**src/rtl/eth_parser_pkg.sv**
```systemverilog
// Shared definitions for the GMII RX frame parser: state encoding, on-wire
// constants, field lengths and the preamble/SFD byte checks.
package eth_parser_pkg;

  // Parser states. Plain 4-bit constants so older tools that dislike enums
  // in port lists still accept them.
  typedef logic [3:0] parser_state_t;

  localparam parser_state_t ST_IDLE       = 4'd0;
  localparam parser_state_t ST_PREAMBLE   = 4'd1;
  localparam parser_state_t ST_SFD        = 4'd2;
  localparam parser_state_t ST_DST_MAC    = 4'd3;
  localparam parser_state_t ST_SRC_MAC    = 4'd4;
  localparam parser_state_t ST_VLAN       = 4'd5;
  localparam parser_state_t ST_ETHER_TYPE = 4'd6;
  localparam parser_state_t ST_PAYLOAD    = 4'd7;
  localparam parser_state_t ST_DROP       = 4'd8;

  localparam logic [7:0]  PREAMBLE_BYTE = 8'h55;
  localparam logic [7:0]  SFD_BYTE      = 8'hD5;
  localparam logic [15:0] TPID_VLAN     = 16'h8100;

  localparam int MAC_LEN        = 6;
  localparam int ETHER_TYPE_LEN = 2;
  localparam int VLAN_TAG_LEN   = 2;

  // True when a byte expected to be preamble is anything other than 0x55.
  function automatic logic preamble_error(input logic [7:0] b);
    return (b != PREAMBLE_BYTE);
  endfunction

  // True when the start-of-frame delimiter byte is not 0xD5.
  function automatic logic sfd_error(input logic [7:0] b);
    return (b != SFD_BYTE);
  endfunction

endpackage

```
**src/rtl/eth_field_capture.sv**
```systemverilog
// Header field capture for the frame parser. Each field is a byte-enabled
// shift register: the first byte on the wire ends up in the top byte.
// Fields are held until their enable fires again (next frame).
module eth_field_capture
  import eth_parser_pkg::*;
(
  input  logic                   clk,
  input  logic                   rst_n,
  input  logic [7:0]             data_i,
  input  logic                   dst_en_i,
  input  logic                   src_en_i,
  input  logic                   tci_en_i,
  input  logic                   type_en_i,
  output logic [8*MAC_LEN-1:0]   dst_mac_o,
  output logic [8*MAC_LEN-1:0]   src_mac_o,
  output logic [15:0]            tci_o,
  output logic [15:0]            ether_type_o
);

  localparam int MAC_W = 8 * MAC_LEN;

  logic [MAC_W-1:0] dst_mac_q, dst_mac_d;
  logic [MAC_W-1:0] src_mac_q, src_mac_d;
  logic [15:0]      tci_q, tci_d;
  logic [15:0]      ether_type_q, ether_type_d;

  // Shift the current byte into whichever field is being received.
  always_comb begin
    dst_mac_d    = dst_mac_q;
    src_mac_d    = src_mac_q;
    tci_d        = tci_q;
    ether_type_d = ether_type_q;
    if (dst_en_i)  dst_mac_d    = {dst_mac_q[MAC_W-9:0], data_i};
    if (src_en_i)  src_mac_d    = {src_mac_q[MAC_W-9:0], data_i};
    if (tci_en_i)  tci_d        = {tci_q[7:0], data_i};
    if (type_en_i) ether_type_d = {ether_type_q[7:0], data_i};
  end

  // Field registers, cleared on reset.
  always_ff @(posedge clk) begin
    if (!rst_n) begin
      dst_mac_q    <= '0;
      src_mac_q    <= '0;
      tci_q        <= '0;
      ether_type_q <= '0;
    end else begin
      dst_mac_q    <= dst_mac_d;
      src_mac_q    <= src_mac_d;
      tci_q        <= tci_d;
      ether_type_q <= ether_type_d;
    end
  end

  assign dst_mac_o    = dst_mac_q;
  assign src_mac_o    = src_mac_q;
  assign tci_o        = tci_q;
  assign ether_type_o = ether_type_q;

endmodule

```
**src/rtl/eth_frame_parser.sv**
```systemverilog
// Byte-wide GMII RX frame parser. Validates preamble/SFD, tags every byte
// with its header field, captures DA/SA/EtherType and enforces payload
// length limits. Bad frames are dropped up to the next idle gap and every
// frame, good or bad, ends with exactly one frame_done_o pulse.
// Build option: define ETH_PARSER_VLAN_EN to recognise a single 802.1Q tag
// (adds the VLAN state and a 4-byte max-length allowance); without it
// 0x8100 is an ordinary EtherType and the VLAN outputs stay 0.
module eth_frame_parser
  import eth_parser_pkg::*;
#(
  parameter int PREAMBLE_LEN    = 7,
  parameter int MIN_PAYLOAD_LEN = 46,
  parameter int MAX_PAYLOAD_LEN = 1500,
  parameter int CRC_LEN         = 4,
  parameter int LEN_W           = $clog2(MAX_PAYLOAD_LEN + CRC_LEN + 4 + 2)
) (
  input  logic             clk,
  input  logic             rst_n,
  input  logic             rx_valid_i,
  input  logic             rx_er_i,
  input  logic [7:0]       rx_data_i,
  output logic             is_preamble_sfd_o,
  output logic             is_dst_mac_o,
  output logic             is_src_mac_o,
  output logic             is_vlan_o,
  output logic             is_ether_type_o,
  output logic             is_payload_or_crc_o,
  output logic [47:0]      dst_mac_o,
  output logic [47:0]      src_mac_o,
  output logic [15:0]      ether_type_o,
  output logic             vlan_present_o,
  output logic [15:0]      vlan_tci_o,
  output logic [LEN_W-1:0] frame_len_o,
  output logic             frame_done_o,
  output logic             frame_ok_o,
  output logic             err_preamble_sfd_o,
  output logic             err_truncated_o,
  output logic             err_runt_o,
  output logic             err_oversize_o,
  output logic             err_rx_o
);

  localparam logic [7:0] PRE_LAST  = 8'(PREAMBLE_LEN - 1);
  localparam logic [7:0] MAC_LAST  = 8'(MAC_LEN - 1);
  localparam logic [7:0] TYPE_LAST = 8'(ETHER_TYPE_LEN - 1);
  localparam logic [LEN_W-1:0] RUNT_LIM  = LEN_W'(MIN_PAYLOAD_LEN + CRC_LEN);
  localparam logic [LEN_W-1:0] MAX_PLAIN = LEN_W'(MAX_PAYLOAD_LEN + CRC_LEN);
  localparam logic [LEN_W-1:0] MAX_TAG   = LEN_W'(MAX_PAYLOAD_LEN + CRC_LEN + 4);

  parser_state_t    state_q, state_d;
  logic [7:0]       cnt_q, cnt_d;
  logic [LEN_W-1:0] pay_cnt_q, pay_cnt_d;
  logic [LEN_W-1:0] frame_len_q, frame_len_d;
  logic             tagged_q, tagged_d;
  logic             done_q, done_d;
  logic             ok_q, ok_d;
  logic             err_rx_q, err_rx_d;
  logic             err_pre_q, err_pre_d;
  logic             err_over_q, err_over_d;
  logic             err_trunc_q, err_trunc_d;
  logic             err_runt_q, err_runt_d;
  logic [LEN_W-1:0] max_len;

`ifdef ETH_PARSER_VLAN_EN
  logic [15:0]      type_word;
  assign type_word = {ether_type_o[7:0], rx_data_i};
`endif

  // A tagged frame may carry four more bytes before it counts as oversize.
  assign max_len = tagged_q ? MAX_TAG : MAX_PLAIN;

  // Next-state, counters and end-of-frame status for the current byte.
  always_comb begin
    state_d     = state_q;
    cnt_d       = cnt_q;
    pay_cnt_d   = pay_cnt_q;
    frame_len_d = frame_len_q;
    tagged_d    = tagged_q;
    done_d      = 1'b0;
    ok_d        = 1'b0;
    err_rx_d    = 1'b0;
    err_pre_d   = 1'b0;
    err_over_d  = 1'b0;
    err_trunc_d = 1'b0;
    err_runt_d  = 1'b0;

    case (state_q)
      ST_IDLE: begin
        if (rx_valid_i) begin
          pay_cnt_d = '0;
          if (preamble_error(rx_data_i)) begin
            err_pre_d   = 1'b1;
            done_d      = 1'b1;
            frame_len_d = '0;
            state_d     = ST_DROP;
          end else begin
            cnt_d   = 8'd1;
            state_d = (PREAMBLE_LEN == 1) ? ST_SFD : ST_PREAMBLE;
          end
        end
      end

      ST_DROP: begin
        if (!rx_valid_i) state_d = ST_IDLE;
      end

      default: begin
        if (rx_valid_i && rx_er_i) begin
          // Symbol error outranks everything else seen on this byte.
          err_rx_d    = 1'b1;
          done_d      = 1'b1;
          frame_len_d = pay_cnt_q;
          state_d     = ST_DROP;
        end else if (!rx_valid_i) begin
          // End of carrier: normal end in payload, truncation elsewhere.
          done_d      = 1'b1;
          frame_len_d = pay_cnt_q;
          state_d     = ST_IDLE;
          if (state_q == ST_PAYLOAD) begin
            if (pay_cnt_q < RUNT_LIM) err_runt_d = 1'b1;
            else                      ok_d       = 1'b1;
          end else begin
            err_trunc_d = 1'b1;
          end
        end else begin
          case (state_q)
            ST_PREAMBLE: begin
              if (preamble_error(rx_data_i)) begin
                err_pre_d   = 1'b1;
                done_d      = 1'b1;
                frame_len_d = pay_cnt_q;
                state_d     = ST_DROP;
              end else begin
                cnt_d = cnt_q + 8'd1;
                if (cnt_q == PRE_LAST) state_d = ST_SFD;
              end
            end
            ST_SFD: begin
              if (sfd_error(rx_data_i)) begin
                err_pre_d   = 1'b1;
                done_d      = 1'b1;
                frame_len_d = pay_cnt_q;
                state_d     = ST_DROP;
              end else begin
                cnt_d   = '0;
                state_d = ST_DST_MAC;
              end
            end
            ST_DST_MAC: begin
              // The tag flag belongs to the previous frame until a new DA starts.
              if (cnt_q == '0) tagged_d = 1'b0;
              if (cnt_q == MAC_LAST) begin
                cnt_d   = '0;
                state_d = ST_SRC_MAC;
              end else begin
                cnt_d = cnt_q + 8'd1;
              end
            end
            ST_SRC_MAC: begin
              if (cnt_q == MAC_LAST) begin
                cnt_d   = '0;
                state_d = ST_ETHER_TYPE;
              end else begin
                cnt_d = cnt_q + 8'd1;
              end
            end
            ST_ETHER_TYPE: begin
              if (cnt_q == TYPE_LAST) begin
                cnt_d   = '0;
                state_d = ST_PAYLOAD;
`ifdef ETH_PARSER_VLAN_EN
                // Only one tag is recognised; a second 0x8100 is payload type.
                if (!tagged_q && (type_word == TPID_VLAN)) begin
                  tagged_d = 1'b1;
                  state_d  = ST_VLAN;
                end
`endif
              end else begin
                cnt_d = cnt_q + 8'd1;
              end
            end
`ifdef ETH_PARSER_VLAN_EN
            ST_VLAN: begin
              if (cnt_q == 8'(VLAN_TAG_LEN - 1)) begin
                cnt_d   = '0;
                state_d = ST_ETHER_TYPE;
              end else begin
                cnt_d = cnt_q + 8'd1;
              end
            end
`endif
            ST_PAYLOAD: begin
              if (pay_cnt_q == max_len) begin
                // One byte past the limit: report length as limit+1 and drop.
                pay_cnt_d   = pay_cnt_q + 1'b1;
                err_over_d  = 1'b1;
                done_d      = 1'b1;
                frame_len_d = pay_cnt_q + 1'b1;
                state_d     = ST_DROP;
              end else begin
                pay_cnt_d = pay_cnt_q + 1'b1;
              end
            end
            default: state_d = ST_DROP;
          endcase
        end
      end
    endcase
  end

  // State, counters and registered status pulses.
  always_ff @(posedge clk) begin
    if (!rst_n) begin
      state_q     <= ST_DROP;
      cnt_q       <= '0;
      pay_cnt_q   <= '0;
      frame_len_q <= '0;
      tagged_q    <= 1'b0;
      done_q      <= 1'b0;
      ok_q        <= 1'b0;
      err_rx_q    <= 1'b0;
      err_pre_q   <= 1'b0;
      err_over_q  <= 1'b0;
      err_trunc_q <= 1'b0;
      err_runt_q  <= 1'b0;
    end else begin
      state_q     <= state_d;
      cnt_q       <= cnt_d;
      pay_cnt_q   <= pay_cnt_d;
      frame_len_q <= frame_len_d;
      tagged_q    <= tagged_d;
      done_q      <= done_d;
      ok_q        <= ok_d;
      err_rx_q    <= err_rx_d;
      err_pre_q   <= err_pre_d;
      err_over_q  <= err_over_d;
      err_trunc_q <= err_trunc_d;
      err_runt_q  <= err_runt_d;
    end
  end

  // Field strobes describe the byte currently on rx_data_i.
  assign is_preamble_sfd_o   = rx_valid_i && ((state_q == ST_IDLE) ||
                                              (state_q == ST_PREAMBLE) ||
                                              (state_q == ST_SFD));
  assign is_dst_mac_o        = rx_valid_i && (state_q == ST_DST_MAC);
  assign is_src_mac_o        = rx_valid_i && (state_q == ST_SRC_MAC);
  assign is_ether_type_o     = rx_valid_i && (state_q == ST_ETHER_TYPE);
  assign is_payload_or_crc_o = rx_valid_i && (state_q == ST_PAYLOAD);
`ifdef ETH_PARSER_VLAN_EN
  assign is_vlan_o           = rx_valid_i && (state_q == ST_VLAN);
`else
  assign is_vlan_o           = 1'b0;
`endif

  eth_field_capture u_capture (
    .clk          (clk),
    .rst_n        (rst_n),
    .data_i       (rx_data_i),
    .dst_en_i     (is_dst_mac_o),
    .src_en_i     (is_src_mac_o),
    .tci_en_i     (is_vlan_o),
    .type_en_i    (is_ether_type_o),
    .dst_mac_o    (dst_mac_o),
    .src_mac_o    (src_mac_o),
    .tci_o        (vlan_tci_o),
    .ether_type_o (ether_type_o)
  );

  assign vlan_present_o     = tagged_q;
  assign frame_len_o        = frame_len_q;
  assign frame_done_o       = done_q;
  assign frame_ok_o         = ok_q;
  assign err_rx_o           = err_rx_q;
  assign err_preamble_sfd_o = err_pre_q;
  assign err_oversize_o     = err_over_q;
  assign err_truncated_o    = err_trunc_q;
  assign err_runt_o         = err_runt_q;

endmodule

```
**config.mk**
```make
export PLATFORM = sky130hd
export DESIGN_NAME = eth_frame_parser
export DESIGN_NICKNAME = d
export VERILOG_FILES = /design/src/rtl/eth_parser_pkg.sv /design/src/rtl/eth_field_capture.sv /design/src/rtl/eth_frame_parser.sv
export SDC_FILE = /design/constraint.sdc
export NUM_CORES = 1
export LEC_CHECK = 0
export ABC_AREA = 0
export CAP_MARGIN = 10
export CORE_ASPECT_RATIO = 1.75
export CORE_MARGIN = 3
export CORE_UTILIZATION = 35
export DETAILED_ROUTE_END_ITERATION = 10
export PLACE_DENSITY_LB_ADDON = 0.1
export SLEW_MARGIN = 30
export SYNTH_ARGS = -nofsm -noshare
export SYNTH_HDL_FRONTEND = slang
export SYNTH_SLANG_ARGS = --single-unit
```
**constraint.sdc**
```tcl
create_clock -name clk -period 2.9 [get_ports clk]
set_input_delay 0.58 -clock clk [delete_from_list [all_inputs] [get_ports clk]]
set_output_delay 0.58 -clock clk [all_outputs]
set_load 0.01 [all_outputs]
```
==> metrics.md <==
| Metric | Value |
|---|---|
| Worst setup path class | in2out |
| First-pass GRT wire length | 30,600 um |
| Ys flop type | dfxtp_1 |
| GRT met2 Usage | 0.370 |
| Place WS | around 0.028 ns |
| PnR worst setup slack | around 0.13 ns |
| Status | finished clean |
| Worst hold path type | reg2reg |
| Global routing's busiest layer | met2 |
| Cell chain of the critical path | clkdlybuf4s50_1 > buf_4 > nand2b_1 > nor2b_1 > clkdlybuf4s50_1 |
| Mapped Area | roughly 6500 sq um |
| Hold EP | u_capture.dst_mac_o[45]$_SDFFE_PN0P_ |
| DRT iter0 DRCs | ~250 |
| Met1 Use GR | 0.210 |
| CP endpoint kind | output pin |
| Final-report hold violation count | 0 |
| # fillers | 1,851 |
| Async SR Flop Fraction | 0 |
| Number of I/O port buffers | about 150 |
| DRT Pass-1 Iters | 4 |
| Final period utilization | 0.954 |
| Rows | 65 |
| Total clock sinks | about 150 |
| Arrival @ worst endpoint | approximately 2.2 ns |
| DP HPWL | between 10,000 and 15,000 um |
| Total power | around 4.6 mW |
| Worst-margin pin slew | 0.697 ns |
| Post-synth EDFFs | 0 |
| Critical path's slowest cell | clkdlybuf4s50_1 |
| Post-route ant nets | 0 |
| Max Freq | around 360 MHz |
| Vias in the first global route | 5,802 |
| CTS clk-pin slew, worst paths | approximately 0.060 ns |
| Core area | around 18,000 sq um |
| R2r setup slk | approximately 0.53 ns |
| Initial antenna violation count | 0 |
| Nature of the critical path startpoint | primary input |
| Vias post-DR | between 6,000 and 7,000 |
| FF-to-FF End | frame_len_o[7]$_SDFFE_PN0P_ |
| WP data required | between 2 and 2.5 ns |
| DR WL/cell | about 16 um |
| GRT Total Usage | 0.194 |
| Largest net degree at the start of global routing | 49 |
| TritonCTS clock tree | built |
| Root Driver | clkbuf_16 |
| Synth-to-Final Area Change | 36.3% |
| Worst vdd ir | around 0.34 mV |
| Pins Over Slew Limit | 0 |
| Post-CTS Setup Repair Bufs | 0 |
| Final global-route overflow total | 0 |
| Post-synthesis sequential area ratio | 0.471 |
| Reg-to-reg startpoint | state_q[2]$_SDFFE_PN0P_ |
| Final WL | a little under 20,000 um |
| Max Fanout on Critical Path | 7 |
| Leak pwr | between 2 and 3 nW |
| Final min period | between 2 and 3 ns |
| CP dominant cell by count | clkdlybuf4s50_1 |
| Worst hold slack | around 0.45 ns |
| Hold depth | 2 |
| Die X | 109 um |
| Mapped Cells | between 800 and 900 |
| CP max stage delay | approximately 0.64 ns |
| H-tree levels | 4 |
| YS warnings | 0 |
| Register-to-Register Path Depth | 6 |
| Relative slew slack | 0.535 |
| CTS Hold Bufs | 0 |
| Final setup viols | 0 |
| Clk Latency, worst-skew pair | roughly 0.42 ns |
| Pwr Density | around 520 nW/um^2 |
| FF+latch count, synth | between 150 and 200 |
| Met3 Use GR | 0.0352 |
| Finished Cell Area | between 8000 and 9000 sq um |
| Initial core utilization | 0.358 |
| Cell Area, Placed | 8270 sq um |
| Clock buffer depth | 2 |
| RSZ-0062 raised after global routing | no |
| Vias per std cell | between 4 and 5 |
| Ant diodes | 0 |
| DRC | 0 |
| HP Start | u_capture.dst_mac_o[45]$_SDFFE_PN0P_ |
| Ports | 165 |
| Netlist cell types | 66 |
| Worst-case clock skew | 0.0109 ns |
| Mean Syn Cell Area | just under 8 sq um |
| Die Span Y | 186 um |
| CTS Buf Count | 17 |
| Share of layout cells above drive strength 1 | 0.0878 |
| Max_cap viols | 0 |
| Full die area | 20,300 sq um |
| Fin nets | about 1,000 |
| Gpl congestion | approximately 0.85 |
==> through the flow <==
step	cells	utilization	TNS (ns)
floorplan	846	-	0
global placement	1193	0.456	-0.0970
detailed placement	1193	0.456	0
CTS	1225	0.488	0
global route	1225	0.489	0
finish	1225	0.489	0
==> registers in the layout, indices dropped and copies added, names as in the netlist <==
name                    cells
cnt_q                       8
err_truncated_o             1
err_rx_o                    1
err_oversize_o              1
pay_cnt_q                  11
u_capture.dst_mac_o        48
frame_done_o                1
err_preamble_sfd_o          1
err_runt_o                  1
u_capture.ether_type_o     16
state_q                     4
u_capture.src_mac_o        48
frame_ok_o                  1
frame_len_o                11
==> how the worst max path moves through the flow <==
stage | to | cells past startpoint | start
final | is_preamble_sfd_o | 5 | rx_valid_i
after global routing | is_dst_mac_o | 4 | state_q[2]$_SDFFE_PN0P_
after CTS | is_payload_or_crc_o | 4 | state_q[0]$_SDFFE_PN0P_
after detailed placement | frame_len_o[9]$_SDFFE_PN0P_ | 8 | rx_data_i[7]
after global placement | frame_len_o[0]$_SDFFE_PN0P_ | 8 | rx_data_i[7]
after floorplan | frame_len_o[7]$_SDFFE_PN0P_ | 6 | rx_data_i[7]
==> synthesized netlist by cell type (2+ instances only) <==
cell,count,area (sq um)
nand2_1,262,983
dfxtp_1,153,3060
a21oi_1,137,686
clkbuf_1,42,158
nor2_1,25,93.8
buf_4,18,135
nand3_1,16,80.1
o21ai_0,12,60.1
or4_1,10,75.1
mux2i_1,9,90.1
nor3_1,9,45.0
o31ai_1,9,67.6
or3_1,8,50.1
inv_1,7,26.3
nand4_1,7,43.8
nor2b_1,7,43.8
buf_2,6,30.0
a31oi_1,5,31.3
buf_1,5,18.8
ha_1,5,62.6
nand2b_1,5,31.3
o21ai_1,5,25.0
o211ai_1,4,30.0
o22ai_1,4,25.0
xor2_1,4,35.0
and2_1,3,18.8
and3_1,3,18.8
nand3b_1,3,22.5
a21o_1,2,15.0
and4_1,2,17.5
buf_6,2,22.5
clkinv_1,2,7.51
nor3b_1,2,15.0
nor4_1,2,12.5
nor4bb_1,2,20.0
or3b_1,2,17.5
==> repair_timing <==
item,in CTS,in global routing
pin swaps,0,0
resized for setup,1,1
gates cloned,0,0
endpoints found under the setup margin,1,1
==> worst max-delay path: cells and delay by family <==
family / cells / cell delay [ns]
simple gates: 2 / 0.21
buf+inv: 3 / 1.40
==> where the power goes <==
part | switching (mW) | internal (mW)
Sequential | 0.00383 | 2.11
Combinational | 0.181 | 0.0948
Clock | 0.935 | 1.29
Total | 1.12 | 3.49
==> placed cells by master, fill, tap and decap left out, types with 8 or more instances in the layout <==
master	n
mux2i_1	9
o31ai_1	9
conb_1	18
a21oi_1	137
buf_4	40
clkbuf_16	17
or3_1	8
clkdlybuf4s50_1	146
or4_1	10
nand3_1	14
nor2_1	24
o21ai_0	12
nor3_1	9
nand2_1	262
dfxtp_1	152
==> area by class of cell <==
class	instances	area [sq um]	area share
multi-input combinational	611	3120	0.352
tap	234	293	0.0330
timing repair buffer	186	1760	0.199
inverter	9	36.3	0.00410
clock buffer	17	425	0.0480
clock inverter	15	163	0.0184
sequential	153	3060	0.346
==> metal layers <==
metal / routed length (um) / up-vias
met5: 0 / -
met4: 325 / 0
met3: 868 / 27
met2: 10900 / 144
met1: 7490 / 2853
li1: - / 3076
==> cell families after synthesis <==
family	Yosys count	synth area share
and+or+nand+nor	377	0.261
AOI/OAI and AO/OA	196	0.174
DFF	153	0.471
buffers and inverters	82	0.0612
muxes	10	0.0156
adders and majority gates	5	0.00962
xor gates and xnor gates	5	0.00674
other	1	0.000577
Power figures use the tool's default switching activity.
